===== config.mk =====
export PLATFORM = sky130hd
export DESIGN_NAME = joystick_input_conditioner
export DESIGN_NICKNAME = d
export VERILOG_FILES = /design/src/rtl/joystick_input_conditioner_pkg.sv /design/src/rtl/joystick_input_conditioner_debounce.sv /design/src/rtl/joystick_input_conditioner.sv
export SDC_FILE = /design/constraint.sdc
export NUM_CORES = 1
export LEC_CHECK = 0
export BUFFER_PORTS_ARGS = -buffer_cell sky130_fd_sc_hd__buf_2
export CAP_MARGIN = 0
export CORE_MARGIN = 5
export CORE_UTILIZATION = 60
export CTS_CLUSTER_SIZE = 30
export DETAILED_ROUTE_END_ITERATION = 8
export PLACE_DENSITY_LB_ADDON = 0.08
export SYNTH_ARGS = -nofsm -noshare
export SYNTH_HDL_FRONTEND = slang
export SYNTH_HIERARCHICAL = 1
export SYNTH_SLANG_ARGS = --single-unit

===== constraint.sdc =====
create_clock -name clk -period 3.6 [get_ports clk]
set_input_delay 0.36 -clock clk [delete_from_list [all_inputs] [get_ports clk]]
set_output_delay 0.36 -clock clk [all_outputs]
set_load 0.02 [all_outputs]

===== src/rtl/joystick_input_conditioner_pkg.sv =====
// ----------------------------------------------------------------------------
// joystick_input_conditioner_pkg : repeat FSM states and default timing
// Rev 1.0
// ----------------------------------------------------------------------------
`default_nettype none

package joystick_input_conditioner_pkg;

  typedef enum logic [1:0] {
    ST_IDLE  = 2'd0,
    ST_DELAY = 2'd1,
    ST_RPT   = 2'd2
  } rpt_state_e;

  localparam int unsigned DEF_DEBOUNCE_CYCLES = 1_000_000;
  localparam int unsigned DEF_REPEAT_DELAY    = 25_000_000;
  localparam int unsigned DEF_REPEAT_PERIOD   = 5_000_000;

  localparam int NUM_CH   = 2;
  localparam int CH_LEFT  = 0;
  localparam int CH_RIGHT = 1;

endpackage

`default_nettype wire


===== src/rtl/joystick_input_conditioner_debounce.sv =====
// ----------------------------------------------------------------------------
// joy_debounce : polarity normalise, 2-FF synchroniser, stable-count debounce
// Rev 1.0
// ----------------------------------------------------------------------------
`default_nettype none

module joy_debounce
  import joystick_input_conditioner_pkg::*;
#(
  parameter int unsigned DEBOUNCE_CYCLES = DEF_DEBOUNCE_CYCLES,
  parameter bit          RAW_ACTIVE_LOW  = 1'b1
) (
  input  logic clk,
  input  logic rst_n,
  input  logic raw_i,
  output logic deb_o
);

  localparam int unsigned      CNT_W    = $clog2(DEBOUNCE_CYCLES);
  localparam logic [CNT_W-1:0] CNT_LAST = CNT_W'(DEBOUNCE_CYCLES - 1);

  logic             pressed;
  logic             sync1_q, sync2_q;
  logic             deb_q, deb_d;
  logic [CNT_W-1:0] cnt_q, cnt_d;

  assign pressed = RAW_ACTIVE_LOW ? ~raw_i : raw_i;

  always_ff @(posedge clk or negedge rst_n) begin
    if (!rst_n) begin
      sync1_q <= 1'b0;
      sync2_q <= 1'b0;
      deb_q   <= 1'b0;
      cnt_q   <= '0;
    end else begin
      sync1_q <= pressed;
      sync2_q <= sync1_q;
      deb_q   <= deb_d;
      cnt_q   <= cnt_d;
    end
  end

  // Any cycle of agreement restarts the stability count.
  always_comb begin
    deb_d = deb_q;
    cnt_d = '0;
    if (sync2_q != deb_q) begin
      if (cnt_q == CNT_LAST) begin
        deb_d = sync2_q;
      end else begin
        cnt_d = cnt_q + 1'b1;
      end
    end
  end

  assign deb_o = deb_q;

endmodule

`default_nettype wire


===== src/rtl/joystick_input_conditioner.sv =====
// ----------------------------------------------------------------------------
// joystick_input_conditioner : debounced joystick levels plus auto-repeat steps
// Rev 1.0
// ----------------------------------------------------------------------------
`default_nettype none

module joystick_input_conditioner
  import joystick_input_conditioner_pkg::*;
#(
  parameter int unsigned DEBOUNCE_CYCLES = DEF_DEBOUNCE_CYCLES,
  parameter int unsigned REPEAT_DELAY    = DEF_REPEAT_DELAY,
  parameter int unsigned REPEAT_PERIOD   = DEF_REPEAT_PERIOD,
  parameter bit          RAW_ACTIVE_LOW  = 1'b1
) (
  input  logic clk,
  input  logic rst_n,
  input  logic joy_left_raw,
  input  logic joy_right_raw,
  output logic joystick_left,
  output logic joystick_right,
  output logic step_left,
  output logic step_right
);

  localparam int unsigned RPT_MAX = (REPEAT_DELAY > REPEAT_PERIOD) ? REPEAT_DELAY : REPEAT_PERIOD;
  localparam int unsigned RPT_W   = $clog2(RPT_MAX);
  localparam logic [RPT_W-1:0] DELAY_LOAD  = RPT_W'(REPEAT_DELAY - 1);
  localparam logic [RPT_W-1:0] PERIOD_LOAD = RPT_W'(REPEAT_PERIOD - 1);

  logic [NUM_CH-1:0] raw;
  logic [NUM_CH-1:0] deb;
  logic [NUM_CH-1:0] act;
  logic [NUM_CH-1:0] step;

  assign raw = {joy_right_raw, joy_left_raw};

  generate
    for (genvar i = 0; i < NUM_CH; i++) begin : g_deb
      joy_debounce #(
        .DEBOUNCE_CYCLES (DEBOUNCE_CYCLES),
        .RAW_ACTIVE_LOW  (RAW_ACTIVE_LOW)
      ) u_deb (
        .clk   (clk),
        .rst_n (rst_n),
        .raw_i (raw[i]),
        .deb_o (deb[i])
      );
    end
  endgenerate

  // Both sides held is ambiguous: neither channel is allowed to step.
  assign act[CH_LEFT]  = deb[CH_LEFT]  & ~deb[CH_RIGHT];
  assign act[CH_RIGHT] = deb[CH_RIGHT] & ~deb[CH_LEFT];

  generate
    for (genvar i = 0; i < NUM_CH; i++) begin : g_rpt
      rpt_state_e       state_q, state_d;
      logic [RPT_W-1:0] rpt_q, rpt_d;
      logic             step_q, step_d;

      always_ff @(posedge clk or negedge rst_n) begin
        if (!rst_n) begin
          state_q <= ST_IDLE;
          rpt_q   <= '0;
          step_q  <= 1'b0;
        end else begin
          state_q <= state_d;
          rpt_q   <= rpt_d;
          step_q  <= step_d;
        end
      end

      always_comb begin
        state_d = state_q;
        rpt_d   = rpt_q;
        step_d  = 1'b0;
        case (state_q)
          ST_IDLE: begin
            if (act[i]) begin
              step_d  = 1'b1;
              rpt_d   = DELAY_LOAD;
              state_d = ST_DELAY;
            end
          end
          ST_DELAY: begin
            if (!act[i]) begin
              state_d = ST_IDLE;
            end else if (rpt_q == '0) begin
              step_d  = 1'b1;
              rpt_d   = PERIOD_LOAD;
              state_d = ST_RPT;
            end else begin
              rpt_d = rpt_q - 1'b1;
            end
          end
          ST_RPT: begin
            if (!act[i]) begin
              state_d = ST_IDLE;
            end else if (rpt_q == '0) begin
              step_d = 1'b1;
              rpt_d  = PERIOD_LOAD;
            end else begin
              rpt_d = rpt_q - 1'b1;
            end
          end
          default: state_d = ST_IDLE;
        endcase
      end

      assign step[i] = step_q;
    end
  endgenerate

  assign joystick_left  = deb[CH_LEFT];
  assign joystick_right = deb[CH_RIGHT];
  assign step_left      = step[CH_LEFT];
  assign step_right     = step[CH_RIGHT];

endmodule

`default_nettype wire


==> results.yml <==
hold_path:
  hold_depth: 2
  hold_path_end: "g_deb[0].u_deb/sync1_q$_DFF_PN0_"
  holdCritPathClass: "input port to flip-flop"
  min_from: "joy_left_raw"
cells_and_area:
  insertedDiodeCount: 0
  fin_cells: 689
  nets: 592
  syn2layout_area_growth_pct: 6.07
  nFillCells: 727
  drive_gt1_share_pct: 7.92
clock_tree:
  cts_tree: "done"
  hold_buffers: 0
  cts_made_buffers: 9
  root_buffer: "clkbuf_8"
  htree_levels: 3
  postCtsSetupBuffers: 0
  cts_resized: 0
  clock_sinks: 102
  insertion_delay_ns: 0.36
  clkTransAtPathRegs_ns: 0.10
  cts_max_path_buffers: 2
timing:
  hold_violations: 0
  slew-limit-headroom_pct: 34.9
  period_share_pct: 80.0
  tightestPinTransition_ns: 0.974
  hold_slack_ns: 0.119
  fin_ws_ns: 0.719
  setup_viol: 0
  rsz0062_at_grt: "false"
  fmax_mhz: 347
  tns_ns: 0
  finClkSkew_ns: 0.00935
  period_minus_slack_ns: 2.88
  final-max-slew-violation-count: 0
synthesis:
  synth-async-reset-ratio_pct: 100
  synth_top_cells_by_count: "dfrtp_1, nor2_1, nand2_1"
  yosysUniqueCellTypes: 60
  synth_top_area_cell: "dfrtp_1"
  synth_area_um2: 5480
  synth_edf_count: 0
  seq_area_frac_synth_pct: 46.6
  ys.flop_type: "dfrtp_1"
  ys_ff_latch: 102
  synth.area.top_cells: "dfrtp_1, nor2_1, o21ai_0, xor2_1, a21oi_1"
  synth_top_area_share_pct: 46.6
  yosysMostFrequentCell: "dfrtp_1"
  synth.avg_cell_area_um2: 9.60
  yosys_warnings: 6
  synth_cells: 571
  syn_nets: 587
place:
  dp_slack_ns: 0.784
  port_buffers: 7
  dpl.hpwl_mm: 7.67
  dp_cells: 673
  place.gp.congestion: 0.864
critical_path:
  criticalPathCategory: "flip-flop to flip-flop"
  crit_buf_inv: 1
  regToRegSetupSlack_ns: 0.72
  endpoint_kind: "flip-flop"
  cp_cell_sequence: "inv_1, ha_1, nor4b_2, nand4_1, o21ai_1, o21ai_0, a21o_1"
  arrival_ns: 3.14
  cp_max_fo: 12
  critPathRequiredTime_ns: 3.85
  cpPeakStageDelay_ns: 0.72
  crit_family: "compound AO/OA/AOI/OAI gates"
  cp-start-kind: "flip-flop"
  reg2regPathDepth: 7
  cp_slowest_cell: "o21ai_1"
  r2r_end: "g_rpt[0].rpt_q[15]$_DFFE_PN0P_"
  rr_startpoint: "g_rpt[0].rpt_q[0]$_DFFE_PN0P_"
route:
  first_pass_iters: 4
  drcViolationCount: 0
  wire_per_inst_um: 16.2
  vias_per_cell: 6.29
  antenna_left: 0
  dr.first_iter.drc_count: 204
  vias: 4333
  routed_wl_mm: 11.2
pwr:
  swShare_pct: 22.3
  p_comb_share_pct: 2.3
  share_seq_of_total_power_pct: 59.9
  total_power_mw: 1.94
  p_leak_nw: 2.67
  pwr-share-clk_pct: 37.8
  power_density_nw_per_um2: 333
  p_sw_mw: 0.432
  p_int_mw: 1.50
  max-vdd-ir-drop_uv: 187
floorplan:
  initial_core_util_pct: 62.2
  fp.dieH_um: 106
  boundaryPins: 8
  core-area_um2: 8810
  die_x_um: 106
  rows: 34
  fp.dieArea_um2: 11100
run_status:
  status: "finished, final reports clean"
global_routing:
  track_usage_pct: 20.7
  grt_max_degree: 79
  grt_pass1_vias: 4279
  grt_antenna_before_repair: 0
  grt_pass1_wl_mm: 19.4
  grt-ovfl-total: 0
run:
  cap_violations: 0
==> placed cells by master, fill, tap and decap left out, drive strengths merged, types with 3 or more instances in the layout <==
cell	n
nand3	25
nand2	43
nor3	17
xor2	21
a211oi	3
o311ai	3
or2	5
a21oi	34
buf	12
nor4b	7
nor4	18
nand4	7
and4	10
dfrtp	102
ha	12
a31oi	7
a211o	3
inv	15
o21ai	39
a21o	6
or3	18
and3	9
nor2b	3
xnor2	18
nand2b	6
nor2	58
clkbuf	11
or4	15
o31ai	10
o41ai	6
==> final cells by class <==
cell class              count  area (um2)  area share (%)
clock inverters             5        56.3           0.968
multi-input cells         437        2800            48.2
repair buffers             12        75.1            1.29
flip-flops and latches    102        2550            43.9
well taps                 108         135            2.32
inverters                  14        52.6           0.904
clock buffers              11         141            2.43
==> per-layer routing <==
metal / vias to the layer above / global-route usage, % / routed length [um]
met5: - / 0 / 0
met4: 0 / 6.11 / 112
met3: 15 / 4.10 / 478
met2: 92 / 33.5 / 5290
met1: 2104 / 28.6 / 5280
li1: 2122 / - / -
==> worst register-to-register path, delay by kind of cell, from the launching register on <==
family | cells | cell delay (ns)
AO/OA/AOI/OAI | 3 | 1.19
adder cells (fa/ha/maj) | 1 | 0.21
buffers and inverters | 1 | 0.07
flip-flops | 1 | 0.41
AND/OR/NAND/NOR | 2 | 0.90
==> how the worst max path moves through the flow <==
stage / startpoint / end / slack, ns / depth (start not counted)
floorplan: g_rpt[1].rpt_q[0]$_DFFE_PN0P_ / g_rpt[1].rpt_q[20]$_DFFE_PN0P_ / 1.24 / 7
global placement: g_rpt[0].rpt_q[0]$_DFFE_PN0P_ / g_rpt[0].rpt_q[7]$_DFFE_PN0P_ / 0.93 / 7
global route: g_rpt[0].rpt_q[0]$_DFFE_PN0P_ / g_rpt[0].rpt_q[15]$_DFFE_PN0P_ / 0.51 / 7
detailed placement: g_rpt[0].rpt_q[0]$_DFFE_PN0P_ / g_rpt[0].rpt_q[15]$_DFFE_PN0P_ / 0.78 / 7
finish: g_rpt[0].rpt_q[0]$_DFFE_PN0P_ / g_rpt[0].rpt_q[15]$_DFFE_PN0P_ / 0.72 / 7
CTS: g_rpt[0].rpt_q[0]$_DFFE_PN0P_ / g_rpt[0].rpt_q[15]$_DFFE_PN0P_ / 0.75 / 7
==> state kept, by name, indices dropped and copies added (netlist names) <==
name,cells
g_rpt.state_q,4
g_rpt.rpt_q,50
g_deb.u_deb/deb_o,2
g_deb.u_deb/cnt_q,40
step_left,1
g_deb.u_deb/sync2_q,2
step_right,1
g_deb.u_deb/sync1_q,2
==> through the flow <==
stage	instance area, um2	utilization [%]
2_1_floorplan	5480	-
3_3_place_gp	5620	63.8
3_5_place_dp	5620	63.8
4_1_cts	5810	66.0
5_1_grt	5810	66.0
6_report	5810	66.0
==> logic make-up after synthesis <==
logic type      count (synthesis)  share of synthesized area [%]
compound gates                134                           16.1
xor+xnor                       39                           6.23
fa+ha+maj                      12                           2.74
buf+inv                        32                           2.33
flops                         102                           46.6
mux                             3                          0.593
simple gates                  249                           25.4
==> power by group through the flow <==
stage / Combinational, mW / Sequential (mW) / Clock [mW]
2_1_floorplan: 0.0168 / 1.18 / 0
3_3_place_gp: 0.0455 / 1.18 / 0
3_5_place_dp: 0.0462 / 1.18 / 0
4_1_cts: 0.0460 / 1.16 / 0.751
5_1_grt: 0.0529 / 1.16 / 0.801
6_report: 0.0439 / 1.16 / 0.732
Note: power is estimated with default switching activity, not from simulation.
